## src/rtl/div_seq_ctrl.sv

```systemverilog
// -----------------------------------------------------------------------------
// div_seq_ctrl
//   Multi-cycle integer divide sequencer for the EXU. It uses radix-2 restoring
//   division and produces one quotient bit per clock. It covers
//   DIV/DIVU/REM/REMU and the word forms DIVW/DIVUW/REMW/REMUW. Both sides use a
//   valid/ready handshake, so the pipeline stalls on in_ready/out_valid.
//
//   Divide-by-zero and signed overflow finish in the accept cycle, so they skip
//   the iteration.
//
//   Normal ops take these phases:
//     accept -> CALC (one iteration per cycle, 64 or 32 cycles) -> FIX -> DONE
//
// Ports
//   clock      in   1     rising-edge clock
//   reset_n    in   1     asynchronous reset, active low
//   in_valid   in   1     request valid
//   in_ready   out  1     idle, can accept a request
//   data_a     in   XLEN  dividend
//   data_b     in   XLEN  divisor
//   is_signed  in   1     1 = signed (DIV/REM), 0 = unsigned
//   is_rem     in   1     1 = return remainder, 0 = return quotient
//   is_word    in   1     1 = 32-bit op on low half, result sign-extended
//   flush      in   1     kill in-flight op / block accept (highest priority)
//   out_valid  out  1     result valid, held until out_ready
//   out_ready  in   1     consumer accepts result
//   result     out  XLEN  quotient or remainder
//   busy       out  1     not idle (hazard unit)
// -----------------------------------------------------------------------------
module div_seq_ctrl #(
  parameter int XLEN = 64
) (
  input  logic            clock,
  input  logic            reset_n,
  input  logic            in_valid,
  output logic            in_ready,
  input  logic [XLEN-1:0] data_a,
  input  logic [XLEN-1:0] data_b,
  input  logic            is_signed,
  input  logic            is_rem,
  input  logic            is_word,
  input  logic            flush,
  output logic            out_valid,
  input  logic            out_ready,
  output logic [XLEN-1:0] result,
  output logic            busy
);

  localparam int HALF = XLEN / 2;
  localparam int CW   = $clog2(XLEN + 1);

  localparam logic [XLEN-1:0] ONE_X = XLEN'(1);
  localparam logic [HALF-1:0] ONE_H = HALF'(1);

  typedef enum logic [1:0] {
    S_IDLE = 2'd0,
    S_CALC = 2'd1,
    S_FIX  = 2'd2,
    S_DONE = 2'd3
  } state_t;

  state_t state_reg, state_next;

  logic [XLEN-1:0] quo_reg;
  logic [XLEN-1:0] rem_reg;
  logic [XLEN-1:0] b_abs_reg;
  logic [CW-1:0]   cnt_reg;
  logic            neg_q_reg;
  logic            neg_r_reg;
  logic            rem_sel_reg;
  logic            word_reg;
  logic [XLEN-1:0] result_reg;

  // ---------------------------------------------------------------------------
  // Request decode.
  // Word ops look only at the low half of each operand. This applies to every
  // check: zero, overflow and sign.
  // ---------------------------------------------------------------------------
  logic            a_sign, b_sign;
  logic [HALF-1:0] a_neg_w, b_neg_w;
  logic [XLEN-1:0] a_neg_d, b_neg_d;
  logic [XLEN-1:0] a_abs, b_abs;
  logic [XLEN-1:0] a_sext_w;
  logic            b_zero, a_min, b_neg1, ovf;
  logic            accept, special;
  logic [XLEN-1:0] special_res;

  assign a_sign = is_signed & (is_word ? data_a[HALF-1] : data_a[XLEN-1]);
  assign b_sign = is_signed & (is_word ? data_b[HALF-1] : data_b[XLEN-1]);

  assign a_neg_w = ~data_a[HALF-1:0] + ONE_H;
  assign b_neg_w = ~data_b[HALF-1:0] + ONE_H;
  assign a_neg_d = ~data_a + ONE_X;
  assign b_neg_d = ~data_b + ONE_X;

  // Magnitudes are zero-extended to XLEN. The most-negative value maps to
  // 2^(w-1), and that still fits as an unsigned w-bit number.
  always_comb begin
    a_abs = '0;
    b_abs = '0;
    if (is_word) begin
      a_abs[HALF-1:0] = a_sign ? a_neg_w : data_a[HALF-1:0];
      b_abs[HALF-1:0] = b_sign ? b_neg_w : data_b[HALF-1:0];
    end else begin
      a_abs = a_sign ? a_neg_d : data_a;
      b_abs = b_sign ? b_neg_d : data_b;
    end
  end

  assign a_sext_w = {{HALF{data_a[HALF-1]}}, data_a[HALF-1:0]};

  assign b_zero = is_word ? (data_b[HALF-1:0] == '0) : (data_b == '0);
  assign a_min  = is_word ? (data_a[HALF-1:0] == {1'b1, {(HALF-1){1'b0}}})
                          : (data_a == {1'b1, {(XLEN-1){1'b0}}});
  assign b_neg1 = is_word ? (data_b[HALF-1:0] == '1) : (data_b == '1);
  assign ovf    = is_signed & a_min & b_neg1;

  assign accept  = (state_reg == S_IDLE) & in_valid & ~flush;
  assign special = b_zero | ovf;

  // Divide-by-zero: quotient is all ones and the remainder is the dividend.
  // Overflow: quotient is the dividend and the remainder is zero.
  always_comb begin
    special_res = '0;
    if (b_zero) begin
      special_res = is_rem ? (is_word ? a_sext_w : data_a) : '1;
    end else if (!is_rem) begin
      special_res = is_word ? a_sext_w : data_a;
    end
  end

  // ---------------------------------------------------------------------------
  // One restoring step. {rem,quo} shifts left and the next dividend bit enters
  // rem from the top of quo. The shifted remainder can need XLEN+1 bits, so the
  // compare uses that width. When the trial succeeds the true difference is
  // below 2^XLEN, so a wrapping XLEN-bit subtract gives the exact value.
  // ---------------------------------------------------------------------------
  logic [XLEN:0]   rem_sh;
  logic            trial_ok;
  logic [XLEN-1:0] rem_trial;

  assign rem_sh    = {rem_reg, quo_reg[XLEN-1]};
  assign trial_ok  = rem_sh >= {1'b0, b_abs_reg};
  assign rem_trial = rem_sh[XLEN-1:0] - b_abs_reg;

  // Sign fix-up and result formatting.
  logic [XLEN-1:0] q_fix, r_fix, sel_fix, res_fix;

  assign q_fix   = neg_q_reg ? (~quo_reg + ONE_X) : quo_reg;
  assign r_fix   = neg_r_reg ? (~rem_reg + ONE_X) : rem_reg;
  assign sel_fix = rem_sel_reg ? r_fix : q_fix;
  assign res_fix = word_reg ? {{HALF{sel_fix[HALF-1]}}, sel_fix[HALF-1:0]} : sel_fix;

  // ---------------------------------------------------------------------------
  // FSM: state register
  // ---------------------------------------------------------------------------
  always_ff @(posedge clock or negedge reset_n) begin
    if (!reset_n) begin
      state_reg <= S_IDLE;
    end else begin
      state_reg <= state_next;
    end
  end

  // ---------------------------------------------------------------------------
  // FSM: next state. flush wins over everything, including a same-cycle accept
  // or out_ready.
  // ---------------------------------------------------------------------------
  always_comb begin
    state_next = state_reg;
    if (flush) begin
      state_next = S_IDLE;
    end else begin
      unique case (state_reg)
        S_IDLE: if (in_valid) state_next = special ? S_DONE : S_CALC;
        S_CALC: if (cnt_reg == CW'(1)) state_next = S_FIX;
        S_FIX:  state_next = S_DONE;
        S_DONE: if (out_ready) state_next = S_IDLE;
        default: state_next = S_IDLE;
      endcase
    end
  end

  // ---------------------------------------------------------------------------
  // FSM: outputs
  // ---------------------------------------------------------------------------
  always_comb begin
    in_ready  = (state_reg == S_IDLE);
    out_valid = (state_reg == S_DONE);
    busy      = (state_reg != S_IDLE);
  end

  assign result = result_reg;

  // ---------------------------------------------------------------------------
  // Datapath. Operands and flags are latched at accept, so later input changes
  // have no effect. A flush leaves result_reg holding its previous value.
  // ---------------------------------------------------------------------------
  always_ff @(posedge clock or negedge reset_n) begin
    if (!reset_n) begin
      quo_reg     <= '0;
      rem_reg     <= '0;
      b_abs_reg   <= '0;
      cnt_reg     <= '0;
      neg_q_reg   <= 1'b0;
      neg_r_reg   <= 1'b0;
      rem_sel_reg <= 1'b0;
      word_reg    <= 1'b0;
      result_reg  <= '0;
    end else begin
      if (accept) begin
        if (special) begin
          result_reg <= special_res;
        end else begin
          // Word dividends are pre-shifted to the top so that the top bit
          // shifted out of quo is always the next dividend bit.
          quo_reg     <= is_word ? {a_abs[HALF-1:0], {HALF{1'b0}}} : a_abs;
          rem_reg     <= '0;
          b_abs_reg   <= b_abs;
          cnt_reg     <= is_word ? CW'(HALF) : CW'(XLEN);
          neg_q_reg   <= a_sign ^ b_sign;
          neg_r_reg   <= a_sign;
          rem_sel_reg <= is_rem;
          word_reg    <= is_word;
        end
      end else if (state_reg == S_CALC && !flush) begin
        rem_reg <= trial_ok ? rem_trial : rem_sh[XLEN-1:0];
        quo_reg <= {quo_reg[XLEN-2:0], trial_ok};
        cnt_reg <= cnt_reg - CW'(1);
      end else if (state_reg == S_FIX && !flush) begin
        result_reg <= res_fix;
      end
    end
  end

endmodule
```

## config.mk

```make
export PLATFORM = sky130hd
export DESIGN_NAME = div_seq_ctrl
export DESIGN_NICKNAME = d
export VERILOG_FILES = /design/src/rtl/div_seq_ctrl.sv
export SDC_FILE = /design/constraint.sdc
export NUM_CORES = 1
export LEC_CHECK = 0
export ABC_AREA = 1
export CAP_MARGIN = 0
export CORE_MARGIN = 5
export CORE_UTILIZATION = 32
export DETAILED_ROUTE_END_ITERATION = 6
export PLACE_DENSITY = 0.52
export SLEW_MARGIN = 30
export SYNTH_ARGS = -nofsm -noshare
export SYNTH_HDL_FRONTEND = slang
export SYNTH_SLANG_ARGS = --single-unit
```

## constraint.sdc

```tcl
create_clock -name clock -period 5.2 [get_ports clock]
set_input_delay 1.04 -clock clock [delete_from_list [all_inputs] [get_ports clock]]
set_output_delay 1.04 -clock clock [all_outputs]
set_load 0.01 [all_outputs]
```

After elaboration in Yosys (flattened, before gate mapping) --
Index checks and enable logic that the tools add are counted.
Storage, ports and cells: bits of input ports 136, output and inout port bits 67, register bits after elaboration 269, word-level logic and storage cells 104
Cells by class: equal/unequal tests 14, muxes and demuxes 42, $add $sub $neg 8, order comparisons 1, bitwise gates (word level) 16, reductions and logical operators 13
Operators with widths (count):
- 64-bit two-way mux | 22
- 64-bit by 1-bit adder with 64-bit output (second input constant) | 4
- 64-bit NOT | 4
- 32-bit two-way mux | 5
- 64-bit == test (second input constant) | 2
- 65-bit by 64-bit >= comparator with 1-bit output | 1
- 32-bit by 1-bit adder with 32-bit output (second input constant) | 2
- 32-bit == test (second input constant) | 2
- 64-bit zero test | 1
- 32-bit NOT | 2
- 64-bit subtractor | 1
- 32-bit zero test | 1
- 7-bit two-way mux | 4
- 2-bit two-way mux | 5
- 2-bit one-hot mux with 4 select lines | 1
- 7-bit by 1-bit == test with 1-bit output (second input constant) | 1
- 7-bit by 1-bit subtractor with 7-bit output (second input constant) | 1
- 1-bit bitwise AND | 6
- 3-bit by 2-bit != test with 1-bit output (second input constant) | 2
- 3-bit AND reduction | 2
- 2-bit nonzero test | 3
- 1-bit two-way mux | 5
- 2-bit == test (second input constant) | 2
- 2-bit != test (second input constant) | 2
- other kinds (10) | 13

Logic depth before layout (Yosys ltp) --
Gate-level depths: netlist of run 1.
depth after elaboration 9, depth in mapped cells 18, gate-level depth less buffers 18

Worst setup path after synthesis of run 1 --
OpenSTA, ideal clock, no wires.
path kind input to register, start point in data_b[1], end point reg b_abs_reg[60], stages on the path 11, buffers on the path 0, slack 2553 ps, arrival time 2529 ps, library setup time 117 ps, data required time 5083 ps, cell sequence inv_1 > ha_1 > nand4_2 > nor2_2 > nand4_2 > o21ai_0 > nand2_1 > a211oi_1 > nand2_1 > nand3_1 > nand2_1
Between the ends: cells in the longest elaborated chain, start to end 6, elaborated cells between the ends (all ways) 14, those cells by class 1 x add/sub; 2 x eq/ne; 4 x mux; 4 x bitwise; 3 x reduce/logical
RTL lines:
- start, declared | RTL line 38 | input logic [XLEN-1:0] data_b,
- parallel branches: the longest is 6 deep, another holds 64-bit by 1-bit adder with 64-bit output
- end signal, assigned | RTL line 219 | b_abs_reg <= b_abs;
- end, declared | RTL line 66 | logic [XLEN-1:0] b_abs_reg;
Parallel ways; which one is timed is not known. A chain may end at the register's enable or synchronous reset.

Worst setup path in the final report of run 1 --
start point reg rem_reg[59], end point reg rem_reg[34]
Between the ends: cells in the longest elaborated chain, start to end 4
RTL lines:
- start, declared | RTL line 65 | logic [XLEN-1:0] rem_reg;
- start signal, assigned | RTL line 227 | rem_reg <= trial_ok ? rem_trial : rem_sh[XLEN-1:0];
- 65-bit by 64-bit >= comparator with 1-bit output | RTL line 143 | assign trial_ok = rem_sh >= {1'b0, b_abs_reg};
- 64-bit two-way mux | RTL line 227
- 64-bit two-way mux | RTL line 226 | end else if (state_reg == S_CALC && !flush) begin
- 64-bit two-way mux | RTL line 211 | if (accept) begin
Every way passes these cells. The select of a mux whose other input is x is not followed.

==> out/qor.csv, run 1 <==
metric,value,unit
Cells after Synth,4929,
dpl ws,0.928,ns
first-pass GRT wire length,202000,µm
CORE AREA,88400,µm²
LEAKAGE,15.4,nW
peak supply drop,0.367,mV
"EDFF count, synth",0,
top post-synthesis cells by area,"dfrtp_1 (24%), nand2_1 (20%), nand3_1 (9.3%), nor2_1 (9.0%), inv_1 (6.7%)",
combinational share of power,0.687,
cts bufs inserted,38,
number of I/O port buffers,202,
Synth area leader,dfrtp_1,
Final Max Slew Viols,0,
drt wl/cell,22.1,µm
Initial DRC Count,3193,
crit-path cells,ha_1 -> nand2_1 -> nor3_1 -> nand3_1 -> nor2_1 -> nand4_1 -> nand3_1 -> nor2_4 -> nand2_4 -> buf_12 -> nand3_1 -> nand3_1 -> o21ai_0,
Area after DPL,31600,µm²
initial antenna violation count,1,
final period utilization,0.719,
via/cell ratio,5.38,
width of the die,308,µm
Rows,109,
Crit. End Element,register,
asr flop ratio synth,1.00,
met2 Resource Use GR,0.460,
"commonest non-fill, non-tap cell in the layout",nand2_1,
Slew Limit Headroom,0.322,
number of setup buffers added after CTS,0,
I/O pin total,203,
"most used cell, CP",nand3_1,
status,finished clean,
sequential fraction of the synthesis area,0.236,
Int Power,9.23,mW
synthesis-to-finish area growth,15.3,%
DIE AREA,95200,µm²
GR Util All Layers,0.278,
min Tclk post-route,3.74,ns
vias in the first global route,32100,
clock sinks,269,
post-synth top area share,0.236,
# setup viols final,0,
setup ws final,1.46,ns
syn_area_per_cell,5.78,µm²
Post-route DRC,0,
Critical Path AT,4.20,ns
final hold violations,0,
Die Y,308,µm
met1 GRT Util,0.360,
unrepaired setup endpoints after global routing,no,
clock latency on the worst-skew pair,0.59,ns
worst-path fanout max,89,
GRT Max-Usage Layer,met2,
"Primary FF master, synth",dfrtp_1,
synth unique cells,59,
post-layout util,0.372,
Initial DRT Pass Iterations,6,
TNS Setup,0,ns
skew final,0.0300,ns
Post-Layout Inst Area,32900,µm²
Initial Utilization,0.323,
Seq pwr share,0.182,
Net Sw Frac,0.568,
synthesized area,28500,µm²
Ys Warns,0,
CTS Hold Bufs,0,
final-stage net count,5247,
post-detailed-routing wire length,137000,µm
CTS tree,built,
grt ovf,0,
clock share of power,0.131,
NetSw,12.2,mW
post-synthesis register bit count,269,
Crit Path Class,reg2reg,
number of max-cap violations,0,
share of layout cells above drive strength 1,0.0409,
Power Density,651,nW/µm²
H-tree lvl count,2,
largest net degree at the start of global routing,100,
final antenna-violating net count,0,
clock-pin slew on the worst setup and hold paths,0.06,ns
HP Class,reg2reg,
largest stage delay on the critical path,0.81,ns
CTS root buf,clkbuf_16,
WP data required,5.66,ns
net count after synthesis,5141,
detailed placement HPWL,110000,µm
fmax,0.267,GHz
Critical Path Source Type,register,
"commonest cells after routing, fill and taps aside","nand2_1 (1,482), nor2_1 (680), nand3_1 (528), inv_1 (510), o21ai_0 (326)",
deepest clock path buffer count,3,
DR vias,33500,
post-CTS sizing,0,
slew of the pin with the lowest slew margin,1.01,ns
gp weighted congestion,1.04,
met3 Use GR,0.0275,
worst-case hold slack,0.480,ns
slowest CP cell,nor3_1,
area by class of cell:
type                       instances  area, µm²
fill                            9946      55500
inverter                         524       1970
multi-input combinational       3945      18800
clock inverter                    21        269
antenna                            1       2.50
clock buffer                      46       1030
tap                             1165       1460
timing repair buffer             257       2570
sequential                       269       6740
critical path, delay by kind of cell, from the launching register on:
family,cells,cell delay (ns)
compound gates,1,0.08
flops,1,0.48
buf+inv,1,0.37
fa+ha+maj,1,0.42
simple gates,10,2.24
cells by family (layout without fill, tap and decap cells):
| family | Yosys count | count (layout) | synth area share |
|---|---|---|---|
| AOI/OAI and AO/OA | 795 | 795 | 0.154 |
| xor gates and xnor gates | 123 | 123 | 0.0378 |
| adders and majority gates | 76 | 76 | 0.0336 |
| buffers and inverters | 715 | 848 | 0.104 |
| DFF | 269 | 269 | 0.236 |
| muxes | 5 | 5 | 0.00176 |
| other | 0 | 1 | 0 |
| and+or+nand+nor | 2946 | 2946 | 0.433 |
synthesized netlist by cell type (21+ instances only):
library cell,instances
a21oi_1,214
buf_1,23
buf_2,43
buf_6,25
clkbuf_1,92
dfrtp_1,269
ha_1,75
inv_1,512
nand2_1,1482
nand3_1,529
nand4_1,82
nor2_1,681
nor2_2,21
nor3_1,75
o211ai_1,31
o21ai_0,326
o21ai_1,90
o22ai_1,41
xnor2_1,36
xor2_1,87
layer usage:
metal / part of all wire / wire [µm]
met5: 0 / 0
met4: 0.065 / 8900
met3: 0.064 / 8830
met2: 0.46 / 62600
met1: 0.42 / 57100
final timing paths:
path	start	end	slack [ns]	depth (start not counted)
setup reg to reg	rem_reg[59]	rem_reg[34]	1.46	13
min in group asynchronous	reset_n	result[1]	0.53	1
hold reg to reg	result[19]	result[19]	0.48	2
max in group asynchronous	reset_n	quo_reg[41]	3.55	2
hold / removal	result[19]	result[19]	0.48	2
setup / recovery	rem_reg[59]	rem_reg[34]	1.46	13
metrics by stage:
stage	instances	total power, mW
finish	6228	21.4
global route	6227	23.2
CTS	6227	21.2
detailed placement	6160	18.3
global placement	6160	18.3
floorplan	4929	13.3
power by group through the flow:
stage,logic (mW),registers (mW),clock network [mW]
after floorplan,9.74,3.61,0
after global placement,14.4,3.86,0
after detailed placement,14.4,3.88,0
after CTS,14.5,3.85,2.86
after global routing,16.2,3.98,2.93
final,14.7,3.89,2.80
No activity file was read; power rests on OpenSTA's default activity.
==> inputs of run 2 (changes only) <==
- clock period: 5.2 -> 3.8 ns (I/O delays scaled with it)
==> out/qor.csv, run 2 (synthesis gave the netlist of run 1 again) <==
metric,value,unit,change
status,"complete, but fails checks",,
failing checks,design-rule violations,,
CTS root buf,clkbuf_16,,
final antenna-violating net count,0,,unchanged
CTS tree,built,,
Inst Count DP,6312,,+2.5%
LEAKAGE,16.2,nW,+5.1%
grt ovf,0,,unchanged
WP data required,4.26,ns,-1.40 ns
via/cell ratio,5.33,,-0.90%
DR vias,34000,,+1.5%
Initial DRT Pass Iterations,7,,+1
Slew Limit Headroom,0.369,,+0.0476
number of max-cap violations,0,,unchanged
clock-pin slew on the worst setup and hold paths,0.07,ns,about the same
I/O pin total,203,,unchanged
first-pass GRT wire length,210000,µm,+3.8%
Critical Path Source Type,input port,,
H-tree lvl count,2,,unchanged
post-CTS sizing,0,,unchanged
final period utilization,0.918,,
clock sinks,269,,unchanged
width of the die,308,µm,unchanged
drt wl/cell,22.6,µm,+2.3%
register area,6740,µm²,unchanged
share of layout cells above drive strength 1,0.0683,,+0.0274
post-detailed-routing wire length,144000,µm,+4.7%
number of diodes,0,,-1
Area after DPL,32900,µm²,+4.2%
Post-Layout Inst Area,34200,µm²,+3.9%
unrepaired setup endpoints after global routing,no,,
fmax,0.287,GHz,
Worst R2R End,rem_reg[44],,
cts bufs inserted,38,,unchanged
number of I/O port buffers,202,,unchanged
largest net degree at the start of global routing,94,,-6.0%
final-stage net count,5399,,+2.9%
Die Y,308,µm,unchanged
gp weighted congestion,1.01,,-2.4%
DIE AREA,95200,µm²,unchanged
vias in the first global route,32900,,+2.3%
worst reg-to-reg setup slack,0.64,ns,-0.82 ns
Power Density,873,nW/µm²,+34%
Crit. End Element,register,,
skew final,0.0240,ns,-0.00599 ns
worst-path fanout max,17,,-81%
slew of the pin with the lowest slew margin,0.946,ns,-0.0608 ns
Crit Path Class,in2reg,,
Multi-input gate area,18800,µm²,about the same
clock latency on the worst-skew pair,0.58,ns,about the same
worst-case hold slack,0.205,ns,-0.274 ns
R2R cell count,12,,-1
Initial Utilization,0.323,,unchanged
Critical Path AT,3.94,ns,-0.26 ns
initial antenna violation count,1,,unchanged
CTS Hold Bufs,0,,unchanged
deepest clock path buffer count,3,,unchanged
post-layout util,0.386,,+0.0144
peak supply drop,0.448,mV,+22%
GR Util All Layers,0.291,,+0.0129
CORE AREA,88400,µm²,unchanged
min Tclk post-route,3.49,ns,
detailed placement HPWL,118000,µm,+7.3%
worst flop-to-flop path startpoint,rem_reg[29],,
"commonest cells after routing, fill and taps aside","nand2_1 (1,482), nor2_1 (680), nand3_1 (528), inv_1 (510), o21ai_0 (326)",,
Rows,109,,unchanged
synthesis-to-finish area growth,19.8,%,
Layout Cells excl Fill,6378,,+2.4%
Post-route DRC,1,,+1
HP Class,in2async,,
# setup viols final,0,,unchanged
"commonest non-fill, non-tap cell in the layout",nand2_1,,
Final Max Slew Viols,0,,unchanged
number of setup buffers added after CTS,0,,unchanged
final hold violations,0,,unchanged
Filler cells,9955,,+0.090%
Initial DRC Count,3020,,-5.4%
-- run 2: cell types whose count changed in the layout (fill, tap and decap cells not counted), sizes merged --
cell | previous run | this run
inv | 524 | 523
clkinv | 11 | 8
bufinv | 5 | 2
diode | 1 | 0
clkinvlp | 5 | 4
clkbuf | 46 | 53
buf | 58 | 210
-- run 2: worst max-delay path, stage by stage --
cell and delay (ns):
clkdlybuf4s50_1 0.52, nor2_2 0.25, nand2_1 0.08, nor2_1 0.17
nand3_1 0.13, nor2_1 0.34, o21ai_4 0.23, buf_4 0.28
nand3_1 0.09, a21oi_1 0.08, o21ai_0 0.72, buf_4 0.23
nand2_1 0.04
-- run 2: report_power, final --
part	total (mW)	internal [mW]	leakage [nW]	switching [mW]
Sequential	5.34	4.04	3.46	1.30
Combinational	20.8	6.76	12.2	14.0
Clock	3.69	2.17	0.603	1.51
-- run 2: per-layer routing --
layer  vias to the layer above  global-route usage  part of all wire
li1                      16600                   -                 -
met1                     15800               0.369              0.41
met4                         2               0.164             0.068
met3                       311              0.0273             0.056
met2                      1324               0.488              0.46
met5                         -                   0          0.000090
-- run 2: worst max-delay path by stage --
stage                     from            end  slack (ns)
global route        data_b[10]      result[5]        0.26
detailed placement  data_b[10]      result[5]       -0.21
global placement     data_b[9]      result[5]       -0.15
finish              data_b[10]      result[5]        0.31
floorplan            data_b[1]  b_abs_reg[60]        1.43
CTS                 data_b[10]      result[5]        0.40
-- run 2: area by class of cell --
type	count	area share
well taps	1165	0.0427
clock inverters	13	0.00410
flip-flops and latches	269	0.197
inverters	524	0.0577
clock buffers	53	0.0325
repair buffers	409	0.114
multi-input cells	3945	0.552
-- run 2: through the flow --
step	total power, mW	setup WS [ns]	setup TNS, ns
after CTS	29.7	0.395	0
after detailed placement	25.8	-0.210	-0.210
after global placement	25.8	-0.154	-0.154
after floorplan	18.3	1.43	0
after global routing	32.2	0.256	0
final	29.8	0.311	0
